[src/rtl/sw_pkg.sv]
// sw_pkg: shared state encoding and debounce constants for sw_debounce.
// Optional toggle output is enabled by defining SW_TOGGLE_EN.
package sw_pkg;
    typedef enum logic [1:0] {ST_LO, ST_WHI, ST_HI, ST_WLO} sw_state_t;
    localparam int DEBOUNCE_SIM   = 16;
    localparam int DEBOUNCE_BOARD = 1_000_000;
    function automatic int cnt_width(input int cycles);
        return $clog2(cycles + 1);
    endfunction
endpackage

[src/rtl/sw_debounce_if.sv]
// sw_debounce_if: raw switch inputs and conditioned outputs of sw_debounce.
// sw_toggle exists only when SW_TOGGLE_EN is defined.
interface sw_debounce_if #(parameter int NB_SW = 2);
    logic [NB_SW-1:0] sw_in, sw_level, sw_rise, sw_fall;
`ifdef SW_TOGGLE_EN
    logic [NB_SW-1:0] sw_toggle;
    modport master(output sw_in, input sw_level, sw_rise, sw_fall, sw_toggle);
    modport slave(input sw_in, output sw_level, sw_rise, sw_fall, sw_toggle);
`else
    modport master(output sw_in, input sw_level, sw_rise, sw_fall);
    modport slave(input sw_in, output sw_level, sw_rise, sw_fall);
`endif
endinterface

[src/rtl/sw_debounce_chan.sv]
// sw_debounce_chan: synchroniser + hold-time FSM + edge pulses for one switch.
// Defining SW_TOGGLE_EN adds a flop that inverts on every rise pulse.
module sw_debounce_chan import sw_pkg::*; #(
    parameter int SYNC_STAGES     = 2,
    parameter int DEBOUNCE_CYCLES = DEBOUNCE_SIM
) (
    input  logic clk,
    input  logic nrst,
    input  logic sw_in,
    output logic level,
    output logic rise,
`ifdef SW_TOGGLE_EN
    output logic toggle,
`endif
    output logic fall
);
    localparam int CW = cnt_width(DEBOUNCE_CYCLES);
    localparam logic [CW-1:0] CNT_LAST = CW'(DEBOUNCE_CYCLES - 1);
    logic [SYNC_STAGES-1:0] sync_q;
    logic [CW-1:0] cnt;
    sw_state_t state;
    logic sync;
    assign sync = sync_q[SYNC_STAGES-1];
    // level/rise/fall are loaded on the same edge as the qualifying transition
    always_ff @(posedge clk or negedge nrst)
        if (!nrst) begin
            sync_q <= '0;
            cnt    <= '0;
            state  <= ST_LO;
            level  <= 1'b0;
            rise   <= 1'b0;
            fall   <= 1'b0;
        end else begin
            sync_q <= {sync_q[SYNC_STAGES-2:0], sw_in};
            rise   <= 1'b0;
            fall   <= 1'b0;
            case (state)
                ST_LO:  if (sync) begin
                            state <= ST_WHI;
                            cnt   <= '0;
                        end
                ST_WHI: if (!sync) state <= ST_LO;
                        else begin
                            cnt <= cnt + 1'b1;
                            if (cnt == CNT_LAST) begin
                                state <= ST_HI;
                                level <= 1'b1;
                                rise  <= 1'b1;
                            end
                        end
                ST_HI:  if (!sync) begin
                            state <= ST_WLO;
                            cnt   <= '0;
                        end
                ST_WLO: if (sync) state <= ST_HI;
                        else begin
                            cnt <= cnt + 1'b1;
                            if (cnt == CNT_LAST) begin
                                state <= ST_LO;
                                level <= 1'b0;
                                fall  <= 1'b1;
                            end
                        end
            endcase
        end
`ifdef SW_TOGGLE_EN
    always_ff @(posedge clk or negedge nrst)
        if (!nrst) toggle <= 1'b0;
        else toggle <= toggle ^ rise;
`endif
endmodule

[src/rtl/sw_debounce.sv]
// sw_debounce: NB_SW independent switch debounce channels behind sw_debounce_if.
// Define SW_TOGGLE_EN to add the per-channel sw_toggle output.
module sw_debounce import sw_pkg::*; #(
    parameter int NB_SW           = 2,
    parameter int SYNC_STAGES     = 2,
    parameter int DEBOUNCE_CYCLES = DEBOUNCE_SIM
) (
    input logic clk,
    input logic nrst,
    sw_debounce_if.slave sw
);
    logic [NB_SW-1:0] level, rise, fall;
`ifdef SW_TOGGLE_EN
    logic [NB_SW-1:0] toggle;
    assign sw.sw_toggle = toggle;
`endif
    assign sw.sw_level = level;
    assign sw.sw_rise  = rise;
    assign sw.sw_fall  = fall;
    for (genvar i = 0; i < NB_SW; i++) begin : g_chan
        sw_debounce_chan #(
            .SYNC_STAGES(SYNC_STAGES),
            .DEBOUNCE_CYCLES(DEBOUNCE_CYCLES)
        ) u_chan (
            .clk(clk),
            .nrst(nrst),
            .sw_in(sw.sw_in[i]),
            .level(level[i]),
            .rise(rise[i]),
`ifdef SW_TOGGLE_EN
            .toggle(toggle[i]),
`endif
            .fall(fall[i])
        );
    end
endmodule

[src/flat_wrapper.sv]
// flat-port wrapper written by rule: the top's interface ports become plain ports
module sw_debounce_flat import sw_pkg::*;
#(
    parameter int NB_SW           = 2,
    parameter int SYNC_STAGES     = 2,
    parameter int DEBOUNCE_CYCLES = DEBOUNCE_SIM
)
  (clk, nrst, sw_sw_in, sw_sw_level, sw_sw_rise, sw_sw_fall);
  sw_debounce_if #(.NB_SW(NB_SW)) sw_i ();
  input logic clk;
  input logic nrst;
  input wire logic [$bits(sw_i.sw_in)-1:0] sw_sw_in;
  output wire logic [$bits(sw_i.sw_level)-1:0] sw_sw_level;
  output wire logic [$bits(sw_i.sw_rise)-1:0] sw_sw_rise;
  output wire logic [$bits(sw_i.sw_fall)-1:0] sw_sw_fall;
  assign sw_i.sw_in = sw_sw_in;
  assign sw_sw_level = sw_i.sw_level;
  assign sw_sw_rise = sw_i.sw_rise;
  assign sw_sw_fall = sw_i.sw_fall;
  sw_debounce #(.NB_SW(NB_SW), .SYNC_STAGES(SYNC_STAGES), .DEBOUNCE_CYCLES(DEBOUNCE_CYCLES)) u_core (.clk(clk), .nrst(nrst), .sw(sw_i));
endmodule
[config.mk]
export PLATFORM = sky130hd
export DESIGN_NAME = sw_debounce_flat
export DESIGN_NICKNAME = d
export VERILOG_FILES = /design/src/rtl/sw_pkg.sv /design/src/rtl/sw_debounce_if.sv /design/src/rtl/sw_debounce_chan.sv /design/src/rtl/sw_debounce.sv /design/src/flat_wrapper.sv
export SDC_FILE = /design/constraint.sdc
export NUM_CORES = 1
export LEC_CHECK = 0
export ABC_AREA = 1
export CAP_MARGIN = 5
export CORE_ASPECT_RATIO = 1.1
export CORE_MARGIN = 2
export CORE_UTILIZATION = 62
export CTS_BUF_LIST = sky130_fd_sc_hd__clkbuf_4
export DETAILED_ROUTE_END_ITERATION = 8
export GPL_TIMING_DRIVEN = 0
export HOLD_SLACK_MARGIN = 0.1
export MAX_ROUTING_LAYER = met4
export PLACE_DENSITY_LB_ADDON = 0.2
export SYNTH_ARGS = -nofsm -noshare
export SYNTH_HDL_FRONTEND = slang
export SYNTH_SLANG_ARGS = --single-unit
[constraint.sdc]
create_clock -name clk -period 1.8 [get_ports clk]
set_input_delay 0.36 -clock clk [delete_from_list [all_inputs] [get_ports clk]]
set_output_delay 0.36 -clock clk [all_outputs]
set_load 0.005 [all_outputs]
==> results of run 1 <==
-- cell usage in the layout, fill, tap and decap left out --
master	instances
dfrtp_1	24
nand2_1	16
inv_1	14
nor2_1	10
clkdlybuf4s50_1	9
o21ai_0	7
nand3_1	6
buf_4	6
nand2_2	5
ha_1	4
a21oi_1	3
clkbuf_4	3
inv_2	2
nand2_4	2
mux2i_1	2
o22ai_1	2
or2_2	2
o21ai_1	2
nand3_2	1
bufinv_16	1
-- routing by layer --
layer | global-route usage | vias up | share of wire
met3 | 0.0231 | 2 | 0.025
li1 | - | 360 | -
met4 | 0.109 | 0 | 0.014
met2 | 0.367 | 9 | 0.55
met1 | 0.215 | 333 | 0.41
met5 | - | - | 0
-- layout make-up --
type                       count  share of cell area
inverter                      16              0.0494
multi-input combinational     62               0.285
buffer                         6              0.0370
sequential                    24               0.494
clock buffer                   3              0.0185
timing repair buffer           9              0.0741
tap                           17              0.0175
clock inverter                 1              0.0247
-- through the flow --
step | hold slack, ns | power [mW] | worst slack, ns
finish | 0.372 | 1.03 | 0.176
floorplan | 0.0644 | 0.632 | 0.533
detailed placement | 0.339 | 0.661 | 0.160
global placement | 0.334 | 0.657 | 0.183
CTS | 0.374 | 1.04 | 0.161
global route | 0.363 | 1.07 | 0.109
-- worst paths after layout --
path,startpoint,to,slack [ns],cells past startpoint
setup / recovery,u_core.g_chan[1].u_chan.level$_DFFE_PN0P_,sw_sw_level[1],0.18,2
min in group asynchronous,nrst,u_core.g_chan[0].u_chan.rise$_DFF_PN0_,0.59,1
max in group asynchronous,nrst,u_core.g_chan[0].u_chan.cnt[2]$_DFFE_PN0P_,0.60,1
setup reg to reg,u_core.g_chan[1].u_chan.cnt[0]$_DFFE_PN0P_,u_core.g_chan[1].u_chan.level$_DFFE_PN0P_,0.36,7
hold reg to reg,u_core.g_chan[1].u_chan.sync_q[0]$_DFF_PN0_,u_core.g_chan[1].u_chan.sync_q[1]$_DFF_PN0_,0.37,0
hold / removal,u_core.g_chan[1].u_chan.sync_q[0]$_DFF_PN0_,u_core.g_chan[1].u_chan.sync_q[1]$_DFF_PN0_,0.37,0
-- worst max-delay path: stages, from the launching register on --
cell             delay (ns)
dfrtp_1                0.40
buf_4                  0.13
clkdlybuf4s50_1        0.43
-- kinds of logic (layout without fill, tap and decap cells) --
group,after synthesis,after routing
compound gates,14,14
fa+ha+maj,4,4
buf+inv,22,35
flops,24,24
mux,2,2
simple gates,42,42
-- where the power goes --
part	total, mW	leakage, nW	switching, mW	internal, mW
Sequential	0.580	0.317	0.0186	0.561
Clock	0.379	0.0279	0.154	0.225
Combinational	0.0695	0.258	0.0395	0.0300
Total	1.03	0.603	0.212	0.816
-- registers in the layout (all words and copies together) (netlist names), named ones only --
signal,count
u_core.g_chan.u_chan.state,2
u_core.g_chan.u_chan.rise,2
u_core.g_chan.u_chan.cnt,10
u_core.g_chan.u_chan.sync_q,4
u_core.g_chan.u_chan.level,2
u_core.g_chan.u_chan.fall,2
==> results.sh, run 1 <==
export IMPL_yosys_area_top_type="dfrtp_1"
export IMPL_yosysMostFrequentCell="dfrtp_1"
export IMPL_htree_levels=1
export IMPL_firstDrtPassIters=4
export IMPL_grt_overflow_total=0
export IMPL_track_usage=0.201
export IMPL_pin_count=10
export IMPL_post_synth_main_area_contributors="dfrtp_1, nand2_1, inv_1, ha_1, buf_4"
export IMPL_powerDensity_nw_per_um2=845
export IMPL_final_util=0.771
export IMPL_instances_no_fill=138
export IMPL_critPathKind="reg -> out"
export IMPL_arrival_ns=1.26
export IMPL_ys_seq_area_frac=0.571
export IMPL_avgViaCountPerCell=5.10
export IMPL_vias=704
export IMPL_die_height_um=47.2
export IMPL_diodes=0
export IMPL_postCtsResizedCells=0
export IMPL_area_growth_pct=15.6
export IMPL_grt_max_degree=25
export IMPL_synth_top_family_by_area="simple AND/OR/NAND/NOR gates"
export IMPL_cp_start_kind="flip-flop"
export IMPL_status="finished, final reports clean"
export IMPL_routedWlPerCell_um=11.3
export IMPL_setup_viol=0
export IMPL_drive_above_1_share=0.182
export IMPL_finalHoldViolations=0
export IMPL_ys_flop_type="dfrtp_1"
export IMPL_fin_crit_sh=0.902
export IMPL_netlist_area_um2=1050
export IMPL_drc=0
export IMPL_hold_class="reg -> reg"
export IMPL_nets=130
export IMPL_io_buffers=9
export IMPL_totalWireLength_um=1560
export IMPL_cts_setup_buffers=0
export IMPL_synth_cells=108
export IMPL_core_um2=1580
export IMPL_fillers=108
export IMPL_synth_top_cells_by_count="dfrtp_1, nand2_1, inv_1, nor2_1, o21ai_0"
export IMPL_ant_nets=0
export IMPL_clk_latency_ns=0.31
export IMPL_avgSynthCellArea_um2=9.74
export IMPL_drt_iter0_drc=3
export IMPL_root_buffer="clkbuf_4"
export IMPL_clock_skew_ns=0.00287
export IMPL_cp_max_fo=2
export IMPL_synth_adder_area_share=0.0476
export IMPL_cap_viol_max_count=0
export IMPL_path_clk_slew_ns=0.13
export IMPL_syn_nets=116
export IMPL_ir_worst_vdd_v=0.000643
export IMPL_yosys_area_top_type_share=0.571
export IMPL_grt_pass1_vias=688
export IMPL_seq_area_um2=601
export IMPL_clock_path_buffers=2
export IMPL_grt_pass1_wl_um=2790
export IMPL_initial_core_util=0.667
export IMPL_place_area_um2=1160
export IMPL_rsz0062_at_grt="no"
export IMPL_max_freq_mhz=616
export IMPL_place_congestion=0.774
export IMPL_fin_setup_tns_ns=0
export IMPL_cts_num_sinks=24
export IMPL_cp_end_kind="output port"
export IMPL_fin_area_um2=1220
export IMPL_synth_edf_count=0
export IMPL_period_needed_ns=1.62
export IMPL_synth_mux_area_frac=0.0190
export IMPL_yosys_warnings=0
export IMPL_fp_dieW_um=43.3
export IMPL_dp_cells=134
export IMPL_cts_inserted_buffers=3
export IMPL_async_flop_share=1.00
export IMPL_maxSlewViolCount=0
export IMPL_worst_slew_pin_slew_ns=1.02
export IMPL_dpl_hpwl_um=1180
export IMPL_dieArea_um2=2040
export IMPL_synth_xor_area_frac=0
export IMPL_antenna_found_initial=0
export IMPL_multi_input_area_um2=347
export IMPL_cts_tree="built"
export IMPL_timing_slew_headroom=0.321
export IMPL_required_ns=1.44
export IMPL_synth_compound_area_frac=0.0690
export IMPL_p_leak_nw=0.603
export IMPL_ys_ff_latch=24
export IMPL_synthSimpleGateAreaFrac=0.194
export IMPL_cts_hold_buf=0
export IMPL_placementRows=15
export IMPL_yosysUniqueCellTypes=17
No activity file was read; power rests on OpenSTA's default activity.
==> run 2: changes to the inputs <==
- CAP_MARGIN: 5 -> not set
- SETUP_SLACK_MARGIN: not set -> 0.2
==> results.sh, run 2 (synthesis results as in run 1) <==
export IMPL_dpl_hpwl_um=1180
export IMPL_crit_chain="ha_1 > nand2_1 > nor2_1 > ha_1 > nand2_2 > o21ai_0 > o21ai_0"
export IMPL_cts_hold_buf=0
export IMPL_crit_family="flip-flops"
export IMPL_largest_register="u_core.g_chan.u_chan.cnt"
export IMPL_place_area_um2=1160
export IMPL_grt_pass1_vias=694
export IMPL_drc=0
export IMPL_rrSetupSlack_ns=0.36
export IMPL_max_freq_mhz=694
export IMPL_power_mw=1.03
export IMPL_place_congestion=0.774
export IMPL_ir_worst_vdd_v=0.000642
export IMPL_top_regs="u_core.g_chan.u_chan.cnt: 10 flops, u_core.g_chan.u_chan.sync_q: 4 flops"
export IMPL_instances_no_fill=140
export IMPL_p_leak_nw=0.657
export IMPL_max_stage_delay_ns=0.41
export IMPL_dp_cells=134
export IMPL_ant_nets=0
export IMPL_fp_dieW_um=43.3
export IMPL_finalHoldViolations=0
export IMPL_root_buffer="clkbuf_4"
export IMPL_cts_num_sinks=24
export IMPL_nets=132
export IMPL_firstDrtPassIters=4
export IMPL_clock_path_buffers=2
export IMPL_powerDensity_nw_per_um2=837
export IMPL_grt_pass1_wl_um=2790
export IMPL_pin_count=10
export IMPL_setup_viol=0
export IMPL_drt_iter0_drc=5
export IMPL_mostFrequentLayoutCells="dfrtp_1, nand2_1, inv_1"
export IMPL_period_needed_ns=1.44
export IMPL_crit_slowest_cell="dfrtp_1"
export IMPL_hold_class="reg -> reg"
export IMPL_arrival_ns=1.64
export IMPL_final_common_cell="dfrtp_1"
export IMPL_dieArea_um2=2040
export IMPL_diodes=0
export IMPL_vias=723
export IMPL_track_usage=0.202
export IMPL_area_growth_pct=16.6
export IMPL_drive_above_1_share=0.195
export IMPL_die_height_um=47.2
export IMPL_routedWlPerCell_um=11.5
export IMPL_cap_viol_max_count=0
export IMPL_clock_skew_ns=0.00267
export IMPL_worst_slew_pin_slew_ns=1.01
export IMPL_final_util=0.779
export IMPL_grt_max_degree=25
export IMPL_clk_latency_ns=0.30
export IMPL_cp_max_fo=6
export IMPL_placementRows=15
export IMPL_totalWireLength_um=1620
export IMPL_fin_area_um2=1230
export IMPL_cts_inserted_buffers=3
export IMPL_rsz0062_at_grt="no"
export IMPL_fin_crit_sh=0.800
export IMPL_largest_reg_flops=10
export IMPL_path_clk_slew_ns=0.13
export IMPL_timing_slew_headroom=0.323
export IMPL_fin_setup_tns_ns=0
export IMPL_cp_start_kind="flip-flop"
export IMPL_avgViaCountPerCell=5.16
export IMPL_cp_end_kind="flip-flop"
export IMPL_core_um2=1580
export IMPL_critPathKind="reg -> reg"
export IMPL_cp_num_buf_inv=0
export IMPL_antenna_found_initial=0
export IMPL_initial_core_util=0.667
export IMPL_grt_overflow_total=0
export IMPL_required_ns=2.00
export IMPL_maxSlewViolCount=0
export IMPL_io_buffers=9
export IMPL_cts_tree="built"
export IMPL_htree_levels=1
export IMPL_status="finished, final reports clean"
[run 2: cell types whose count changed in the layout (fill, tap and decap cells not counted)]
cell / delta
dlygate4sd2_1: +5
buf_4: +2
clkdlybuf4s50_1: -6
dlymetal6s2s_1: +1
[run 2: power breakdown]
part	internal, mW	switching [mW]	total (mW)
clock	0.225	0.153	0.378
sequential	0.561	0.0186	0.580
combinational	0.0300	0.0395	0.0695
[run 2: cell type report]
type	instances	area, um2
sequential	24	601
fill	111	349
multi-input combinational	62	347
timing repair buffer	11	101
inverter	16	60.1
buffer	6	45.0
clock inverter	1	30.0
clock buffer	3	22.5
tap	17	21.3
[run 2: worst paths after layout]
kind | startpoint | end | cells after the start
max reg2reg | u_core.g_chan[1].u_chan.cnt[0]$_DFFE_PN0P_ | u_core.g_chan[1].u_chan.level$_DFFE_PN0P_ | 7
max in group asynchronous | nrst | u_core.g_chan[0].u_chan.cnt[2]$_DFFE_PN0P_ | 1
max | u_core.g_chan[1].u_chan.cnt[0]$_DFFE_PN0P_ | u_core.g_chan[1].u_chan.level$_DFFE_PN0P_ | 7
min in group asynchronous | nrst | u_core.g_chan[0].u_chan.rise$_DFF_PN0_ | 1
min reg2reg | u_core.g_chan[1].u_chan.sync_q[0]$_DFF_PN0_ | u_core.g_chan[1].u_chan.sync_q[1]$_DFF_PN0_ | 0
min | u_core.g_chan[1].u_chan.sync_q[0]$_DFF_PN0_ | u_core.g_chan[1].u_chan.sync_q[1]$_DFF_PN0_ | 0
[run 2: through the flow]
step | hold WS (ns) | worst slack (ns)
floorplan | 0.0644 | 0.533
global route | 0.363 | 0.201
global placement | 0.334 | 0.183
detailed placement | 0.339 | 0.160
finish | 0.371 | 0.360
CTS | 0.374 | 0.167
[run 2: metal layers]
layer,GRT usage,share of wire,vias to the layer above
met5,-,0,-
li1,-,-,364
met1,0.210,0.40,344
met4,0.109,0.013,0
met3,0.0231,0.028,2
met2,0.376,0.56,13
[run 2: timing repair]
action                                  in CTS  in global routing
gates resized for setup                      5                  1
setup buffers                                1                  1
endpoints found under the setup margin       6                  1
